### src/rtl/imm_gen_pipe_if.sv
// ---------------------------------------------------------------------------
// imm_gen_pipe_if
// Handshake bundle for the decode-stage immediate generator.
//   in_valid   : upstream beat valid                 (master -> slave)
//   in_ready   : generator can take a beat           (slave  -> master)
//   in_instr   : raw 32-bit instruction word         (master -> slave)
//   in_imm_src : immediate format select             (master -> slave)
//   in_tag     : sideband tag (PC / ROB id)          (master -> slave)
//   out_valid  : result beat valid                   (slave  -> master)
//   out_ready  : consumer accepts the result beat    (master -> slave)
//   out_imm    : extended immediate, XLEN bits       (slave  -> master)
//   out_tag    : tag travelling with out_imm         (slave  -> master)
//   out_err    : illegal format / reserved shamt     (slave  -> master)
// ---------------------------------------------------------------------------
interface imm_gen_pipe_if #(
  parameter int XLEN  = 32,
  parameter int TAG_W = 32
);
  logic             in_valid;
  logic             in_ready;
  logic [31:0]      in_instr;
  logic [2:0]       in_imm_src;
  logic [TAG_W-1:0] in_tag;
  logic             out_valid;
  logic             out_ready;
  logic [XLEN-1:0]  out_imm;
  logic [TAG_W-1:0] out_tag;
  logic             out_err;

  modport master (
    output in_valid, in_instr, in_imm_src, in_tag, out_ready,
    input  in_ready, out_valid, out_imm, out_tag, out_err
  );

  modport slave (
    input  in_valid, in_instr, in_imm_src, in_tag, out_ready,
    output in_ready, out_valid, out_imm, out_tag, out_err
  );
endinterface

### src/rtl/imm_gen_pipe.sv
// ---------------------------------------------------------------------------
// imm_gen_pipe
// Registered RV32/RV64 immediate generator with valid/ready on both sides
// and a two-entry (main + skid) buffer. Every output is a flop.
//   clk   : rising-edge clock
//   reset : synchronous, active-high
//   bus   : imm_gen_pipe_if.slave (in_* request side, out_* result side)
// Parameters:
//   XLEN  : 32 or 64, width every immediate is extended to
//   TAG_W : width of the sideband tag
// ---------------------------------------------------------------------------
module imm_gen_pipe #(
  parameter int XLEN  = 32,
  parameter int TAG_W = 32
) (
  input  logic           clk,
  input  logic           reset,
  imm_gen_pipe_if.slave  bus
);

  localparam logic [2:0] SRC_I     = 3'b000;
  localparam logic [2:0] SRC_S     = 3'b001;
  localparam logic [2:0] SRC_B     = 3'b010;
  localparam logic [2:0] SRC_J     = 3'b011;
  localparam logic [2:0] SRC_U     = 3'b100;
  localparam logic [2:0] SRC_SHAMT = 3'b101;
  localparam logic [2:0] SRC_ZIMM  = 3'b110;

  localparam bit IS_RV64 = (XLEN == 64);

  // ---------------- decode ----------------
  logic [31:0]     ins;
  logic [31:0]     imm32;
  logic [5:0]      zimm6;
  logic            use_zext;
  logic [XLEN-1:0] dec_imm;
  logic            dec_err;

  assign ins = bus.in_instr;

  always_comb begin
    imm32    = '0;
    zimm6    = '0;
    use_zext = 1'b0;
    dec_err  = 1'b0;
    case (bus.in_imm_src)
      SRC_I: imm32 = {{20{ins[31]}}, ins[31:20]};
      SRC_S: imm32 = {{20{ins[31]}}, ins[31:25], ins[11:7]};
      SRC_B: imm32 = {{19{ins[31]}}, ins[31], ins[7], ins[30:25], ins[11:8], 1'b0};
      SRC_J: imm32 = {{11{ins[31]}}, ins[31], ins[19:12], ins[20], ins[30:21], 1'b0};
      SRC_U: imm32 = {ins[31:12], 12'b0};
      SRC_SHAMT: begin
        use_zext = 1'b1;
        if (IS_RV64) begin
          zimm6 = ins[25:20];
        end else begin
          // RV32 shifts are 5 bits; instr[25] set is a reserved encoding
          zimm6   = {1'b0, ins[24:20]};
          dec_err = ins[25];
        end
      end
      SRC_ZIMM: begin
        use_zext = 1'b1;
        zimm6    = {1'b0, ins[19:15]};
      end
      default: begin
        use_zext = 1'b1;
        dec_err  = 1'b1;
      end
    endcase

    // U is sign-extended from bit 31 as well, which gives RV64 lui/auipc semantics
    if (use_zext) begin
      dec_imm       = '0;
      dec_imm[5:0]  = zimm6;
    end else begin
      dec_imm       = {XLEN{imm32[31]}};
      dec_imm[31:0] = imm32;
    end
  end

  // ---------------- storage ----------------
  logic             main_valid;
  logic [XLEN-1:0]  main_imm;
  logic [TAG_W-1:0] main_tag;
  logic             main_err;

  logic             skid_valid;
  logic [XLEN-1:0]  skid_imm;
  logic [TAG_W-1:0] skid_tag;
  logic             skid_err;

  logic             in_ready_r;
  logic             do_in;
  logic             main_free;
  logic             skid_valid_nxt;

  assign do_in     = bus.in_valid && in_ready_r;
  // main register can load this cycle: empty, or its beat is leaving now
  assign main_free = !main_valid || bus.out_ready;

  // skid only fills when main is occupied and stalled; any main drain empties it
  // (accept and skid-refill never coincide because in_ready is low while skid is full)
  assign skid_valid_nxt = main_free ? 1'b0 : (skid_valid || do_in);

  always_ff @(posedge clk) begin
    if (reset) begin
      main_valid <= 1'b0;
      main_imm   <= '0;
      main_tag   <= '0;
      main_err   <= 1'b0;
      skid_valid <= 1'b0;
      skid_imm   <= '0;
      skid_tag   <= '0;
      skid_err   <= 1'b0;
      in_ready_r <= 1'b0;
    end else begin
      if (main_free) begin
        if (skid_valid) begin
          main_valid <= 1'b1;
          main_imm   <= skid_imm;
          main_tag   <= skid_tag;
          main_err   <= skid_err;
        end else if (do_in) begin
          main_valid <= 1'b1;
          main_imm   <= dec_imm;
          main_tag   <= bus.in_tag;
          main_err   <= dec_err;
        end else begin
          main_valid <= 1'b0;
        end
      end else if (do_in) begin
        skid_imm <= dec_imm;
        skid_tag <= bus.in_tag;
        skid_err <= dec_err;
      end
      skid_valid <= skid_valid_nxt;
      in_ready_r <= !skid_valid_nxt;
    end
  end

  assign bus.in_ready  = in_ready_r;
  assign bus.out_valid = main_valid;
  assign bus.out_imm   = main_imm;
  assign bus.out_tag   = main_tag;
  assign bus.out_err   = main_err;

endmodule

### src/flat_wrapper.sv
// flat-port wrapper written by rule: the top's interface ports become plain ports
module imm_gen_pipe_flat 
#(
  parameter int XLEN  = 32,
  parameter int TAG_W = 32
)
  (clk, reset, bus_in_valid, bus_in_instr, bus_in_imm_src, bus_in_tag, bus_out_ready, bus_in_ready, bus_out_valid, bus_out_imm, bus_out_tag, bus_out_err);
  imm_gen_pipe_if #(.XLEN(XLEN), .TAG_W(TAG_W)) bus_i ();
  input  logic clk;
  input  logic reset;
  input wire logic [$bits(bus_i.in_valid)-1:0] bus_in_valid;
  input wire logic [$bits(bus_i.in_instr)-1:0] bus_in_instr;
  input wire logic [$bits(bus_i.in_imm_src)-1:0] bus_in_imm_src;
  input wire logic [$bits(bus_i.in_tag)-1:0] bus_in_tag;
  input wire logic [$bits(bus_i.out_ready)-1:0] bus_out_ready;
  output wire logic [$bits(bus_i.in_ready)-1:0] bus_in_ready;
  output wire logic [$bits(bus_i.out_valid)-1:0] bus_out_valid;
  output wire logic [$bits(bus_i.out_imm)-1:0] bus_out_imm;
  output wire logic [$bits(bus_i.out_tag)-1:0] bus_out_tag;
  output wire logic [$bits(bus_i.out_err)-1:0] bus_out_err;
  assign bus_i.in_valid = bus_in_valid;
  assign bus_i.in_instr = bus_in_instr;
  assign bus_i.in_imm_src = bus_in_imm_src;
  assign bus_i.in_tag = bus_in_tag;
  assign bus_i.out_ready = bus_out_ready;
  assign bus_in_ready = bus_i.in_ready;
  assign bus_out_valid = bus_i.out_valid;
  assign bus_out_imm = bus_i.out_imm;
  assign bus_out_tag = bus_i.out_tag;
  assign bus_out_err = bus_i.out_err;
  imm_gen_pipe #(.XLEN(XLEN), .TAG_W(TAG_W)) u_core (.clk(clk), .reset(reset), .bus(bus_i));
endmodule
### config.mk
export PLATFORM = sky130hd
export DESIGN_NAME = imm_gen_pipe_flat
export DESIGN_NICKNAME = d
export VERILOG_FILES = /design/src/rtl/imm_gen_pipe_if.sv /design/src/rtl/imm_gen_pipe.sv /design/src/flat_wrapper.sv
export SDC_FILE = /design/constraint.sdc
export NUM_CORES = 1
export LEC_CHECK = 0
export ABC_AREA = 1
export BUFFER_PORTS_ARGS = -buffer_cell sky130_fd_sc_hd__buf_2
export CAP_MARGIN = 0
export CELL_PAD_IN_SITES_DETAIL_PLACEMENT = 1
export CELL_PAD_IN_SITES_GLOBAL_PLACEMENT = 2
export CORE_MARGIN = 5
export CORE_UTILIZATION = 29
export DETAILED_ROUTE_END_ITERATION = 7
export PLACE_DENSITY_LB_ADDON = 0.1
export SYNTH_ARGS = -nofsm -noshare
export SYNTH_HDL_FRONTEND = slang
export SYNTH_SLANG_ARGS = --single-unit
### constraint.sdc
create_clock -name clk -period 1.7 [get_ports clk]
set_input_delay 0.17 -clock clk [delete_from_list [all_inputs] [get_ports clk]]
set_output_delay 0.17 -clock clk [all_outputs]
set_load 0.03 [all_outputs]
; Word-level counts from Yosys, hierarchy flattened
; Cells that the tools add are included.
[classes]
eq_ne = 6
muxes = 13
n_bitwise = 1
reduce_logical = 11
[op_table]
columns = operator, count
row1 = 2-to-1 mux 32 bit, 5
row2 = one-hot mux 32 bit (5 select lines), 1
row3 = one-hot mux 5 bit (2 select lines), 1
row4 = == test 3 bit (second input constant), 3
row5 = == test 3 x 2 -> 1 bit (second input constant), 2
row6 = OR reduction 6 bit, 1
row7 = 2-to-1 mux 1 bit, 5
row8 = OR reduction 5 bit, 1
row9 = AND reduction 2 bit, 2
row10 = == test 3 x 1 -> 1 bit (second input constant), 1
row11 = logical NOT 3 bit, 1
row12 = logical NOT 1 bit, 2
row13 = logical OR 1 bit, 2
row14 = one-hot mux 1 bit (2 select lines), 1
row15 = nonzero test 2 bit, 1
row16 = logical AND 1 bit, 1
row17 = NOT 1 bit, 1
[word_totals]
regBits = 133
input_bits = 71
output_inout_bits = 67
word_cells = 40

; Longest topological paths before layout
[depth]
depth_word = 5
depth_mapped = 9
mapped_depth_nobuf = 7

; Least setup slack after synthesis
; Ideal clock, no wire load.
[synth_timing]
kind = register to register
startpoint = register u_core.main_valid (netlist: u_core.bus.out_valid)
endpoint = register u_core.skid_imm[11]
setup_time_ns = 0.116
arrival_ns = 1.299
required_ns = 1.584
setup_slack_ns = 0.285
stages_incl_launch_ff = 7
n_path_buf = 1
period_less_slack_ns = 1.415
cell_sequence = dfxtp_1 > nand2_1 > nor2_2 > inv_2 > clkbuf_1 > o21ai_0 > inv_1
[synth_between]
elab_chain_cells = 4
[synth_lines]
columns = item, line
row1 = start: declaration, imm_gen_pipe.sv:83  ; logic main_valid;
row2 = start signal: assignment, imm_gen_pipe.sv:108  ; main_valid <= 1'b0;
row3 = start signal: assignment, imm_gen_pipe.sv:120  ; main_valid <= 1'b1;
row4 = start signal: assignment, imm_gen_pipe.sv:125  ; main_valid <= 1'b1;
row5 = logical NOT 1 bit, imm_gen_pipe.sv:100  ; assign main_free = !main_valid || bus.out_ready;
row6 = logical OR 1 bit, imm_gen_pipe.sv:100
row7 = NOT 1 bit (no source line), -
row8 = AND reduction 2 bit (no source line), -
row9 = end signal: assignment, imm_gen_pipe.sv:133  ; skid_imm <= dec_imm;
row10 = end: declaration, imm_gen_pipe.sv:89  ; logic [XLEN-1:0] skid_imm;
; Every way passes these cells.
; A chain may end at the register's enable or synchronous reset.

; Final worst setup path
[layout_timing]
startpoint = register u_core.in_ready_r (netlist: u_core.bus.in_ready)
endpoint = register u_core.main_tag[31] (netlist: u_core.bus.out_tag[31])
[layout_between]
elab_chain_cells = 3
[layout_lines]
columns = item, line
row1 = start: declaration, imm_gen_pipe.sv:93  ; logic in_ready_r;
row2 = start signal: assignment, imm_gen_pipe.sv:138  ; in_ready_r <= !skid_valid_nxt;
row3 = logical AND 1 bit, imm_gen_pipe.sv:98  ; assign do_in = bus.in_valid && in_ready_r;
row4 = nonzero test 2 bit (no source line), -
row5 = AND reduction 2 bit (no source line), -
row6 = end signal: assignment, imm_gen_pipe.sv:122  ; main_tag <= skid_tag;
row7 = end signal: assignment, imm_gen_pipe.sv:127  ; main_tag <= bus.in_tag;
row8 = end: declaration, imm_gen_pipe.sv:85  ; logic [TAG_W-1:0] main_tag;
; Every way passes these cells.

==> metrics.txt <==
Post-Route WL=18800 um; Hold Path End=u_core.skid_tag[18]$_SDFFE_PP0P_; area post-placement=6410 um^2; Distinct cells, synth=27; P&R area growth vs syn=30.0%; setup bufs post-CTS=0; CTS Sinks=133; Syn Area/Cell=7.42 um^2; GRT Total Usage=17.2%; RSZ-0062 raised after global routing=no; most frequent cells in the layout=140 x nand2_1, 132 x dfxtp_1, 130 x buf_2; Root Buffer=clkbuf_16; async set or reset register ratio after synthesis=0%; register area share after synthesis=47.6%; synth warn=0; Remaining DRCs=0; fmax=684 MHz; Power Dens Cells=1120 nW/um^2; crit path cell chain=nand2_1 > nand2_2 > nand2_2 > inv_2 > buf_12 > o21ai_0 > a31oi_1; Post-Syn Area=5590 um^2; DR iter-0 viols=198; Leak=around 3.3 nW; Core Rows=50; post_cts resized=0; core area=18800 um^2; HP Start=bus_in_tag[18]; r2r setup slk=240 ps; max incr delay on CP=330 ps; Rel. slew slack=66.7%; Chip Height=149 um; Die W=between 100 and 150 um; hpwl dp=11600 um; CTS max path bufs=2; R2R Path Start=u_core.bus.in_ready$_SDFF_PP0_; Synth Net Count=between 800 and 900; share of cells above drive strength 1=around 21%; Worst Hold Depth=3; Worst Path Max Fanout=81; number of buffers added on ports=130; TritonRoute pass-1 iters=4; Critical path buffers and inverters=2; CP endpoint kind=flop; Synth area leader=dfxtp_1; Hold Slack=18.1 ps; CP top delay family=buffers and inverters; Final Skew=9.54 ps; antenna-violating nets left=0; Yosys top cell area share=47.6%; clock buffer count from CTS=17; vias in the first global route=5849; final core utilization=38.6%; wire per inst=16.3 um; n_diodes=0; Area contributors post-synth=dfxtp_1 48%, nand2_1 9.4%, nor2_1 7.1%; IR drop worst, VDD=roughly 740 uV; Yosys reg bits=133; # IOs=about 140; drt via density=4.90; Syn Inst Count=753; worst r2r path cells=7; footprint of the multi-input gates=around 2500 um^2; number of flops mapped to enable cells by yosys=0; Final Setup Violations=0; nets@finish=~950; Tightest Pin Transition=499 ps; Max Cap Viol=0; fill count=2321; Worst path slowest cell=dfxtp_1; Tcrit/Tclk final=86.0%; Register Area=2660 um^2; most common cell after layout, fill and taps aside=nand2_1; initial core utilization=between 20% and 30%; Hold/Removal Path Class=in -> reg; status=complete, no violations; Reg clk slew, reported paths=60 ps; GPL Wtd Cong=0.781; Most common cell on crit path=nand2_2; post-route cell area=7260 um^2; initial antenna violation count=0; GR Overflow Total=0; DIE AREA=about 22000 um^2; first-pass GRT wire length=a little over 30000 um; Crit Path Category=reg -> reg; CTS tree=yes; Max Slew Vio Count=0; Critical Path RT=2050 ps; Most used DFF post-synth=dfxtp_1; CTS HTree Levels=4; min Tclk post-route=1460 ps; setup_tns=0 ps; largest net degree at the start of global routing=119; Startpoint Class=flop; final hold vios=0; Vias=5645; worst skew pair latency=around 420 ps; Critical Path AT=1810 ps; r2r endpoint=u_core.bus.out_tag[31]$_SDFFE_PP0P_
==> cell families after synthesis <==
group	after synthesis	synth area share, %
buf+inv	89	7.93
simple gates	278	20.3
compound gates	253	24.1
flops	133	47.6
==> cell usage after synthesis, types with 8 or more instances <==
cell,n
a21oi_1,69
nand2_1,140
buf_2,18
buf_6,8
o21ai_1,66
nand4_1,10
nand3_1,15
o21ai_0,64
inv_1,20
a31oi_1,45
clkbuf_1,27
nor2_1,105
dfxtp_1,133
==> worst register-to-register path, stage by stage, from the launching register on <==
cell and delay, ps:
dfxtp_1 330, nand2_1 110, nand2_2 100, nand2_2 80
inv_2 90, buf_12 300, o21ai_0 230, a31oi_1 160
==> per-stage QoR <==
step	worst slack [ps]	std cells	power, mW
global route	110	1151	8.53
finish	238	1151	8.17
detailed placement	267	1095	4.39
global placement	304	1095	4.37
floorplan	285	753	4.05
CTS	242	1151	8.29
==> cell type report <==
type / count / area share (%)
clock buffer: 20 / 6.29
clock inverter: 12 / 2.12
inverter: 27 / 1.43
multi-input combinational: 531 / 34.3
sequential: 133 / 36.7
tap: 260 / 4.48
timing repair buffer: 168 / 14.7
==> power breakdown <==
group          internal, mW  switching [mW]
clock network          2.38            1.44
registers              3.26          0.0711
logic                 0.336           0.686
==> layer usage <==
metal | up-vias | wire [um] | share of wire (%) | global-route usage (%)
met2 | 104 | 8830 | 47 | 29.1
met5 | - | 0 | 0 | 0
met1 | 2704 | 8880 | 47 | 21.7
met4 | 0 | 312 | 1.7 | 5.35
li1 | 2814 | - | - | -
met3 | 23 | 783 | 4.2 | 4.35
==> how the worst max path moves through the flow <==
stage	slack, ps	startpoint	endpoint	depth (start not counted)
final	240	u_core.bus.in_ready$_SDFF_PP0_	u_core.bus.out_tag[31]$_SDFFE_PP0P_	7
after global routing	110	u_core.bus.in_ready$_SDFF_PP0_	u_core.bus.out_tag[1]$_SDFFE_PP0P_	7
after CTS	240	u_core.bus.in_ready$_SDFF_PP0_	u_core.bus.out_tag[1]$_SDFFE_PP0P_	7
after detailed placement	270	bus_in_imm_src[2]	u_core.skid_imm[3]$_SDFFE_PP0P_	8
after global placement	300	bus_in_imm_src[2]	u_core.skid_imm[3]$_SDFFE_PP0P_	8
after floorplan	290	u_core.bus.out_valid$_SDFFE_PP0P_	u_core.skid_imm[11]$_SDFFE_PP0P_	6
==> registers in the layout, summed over array words and instances, names as in the netlist <==
name / flops
u_core.bus.out_valid: 1
u_core.bus.out_err: 1
u_core.bus.out_tag: 32
u_core.bus.out_imm: 32
u_core.skid_imm: 32
u_core.skid_err: 1
u_core.skid_tag: 32
u_core.skid_valid: 1
u_core.bus.in_ready: 1
==> what timing repair did <==
| item | 4_1_cts | 5_1_grt |
|---|---|---|
| endpoints found under the setup margin | 0 | 0 |
| hold buffers | 24 | 0 |
| endpoints found under the hold margin | 24 | 0 |
Power figures use the tool's default switching activity.
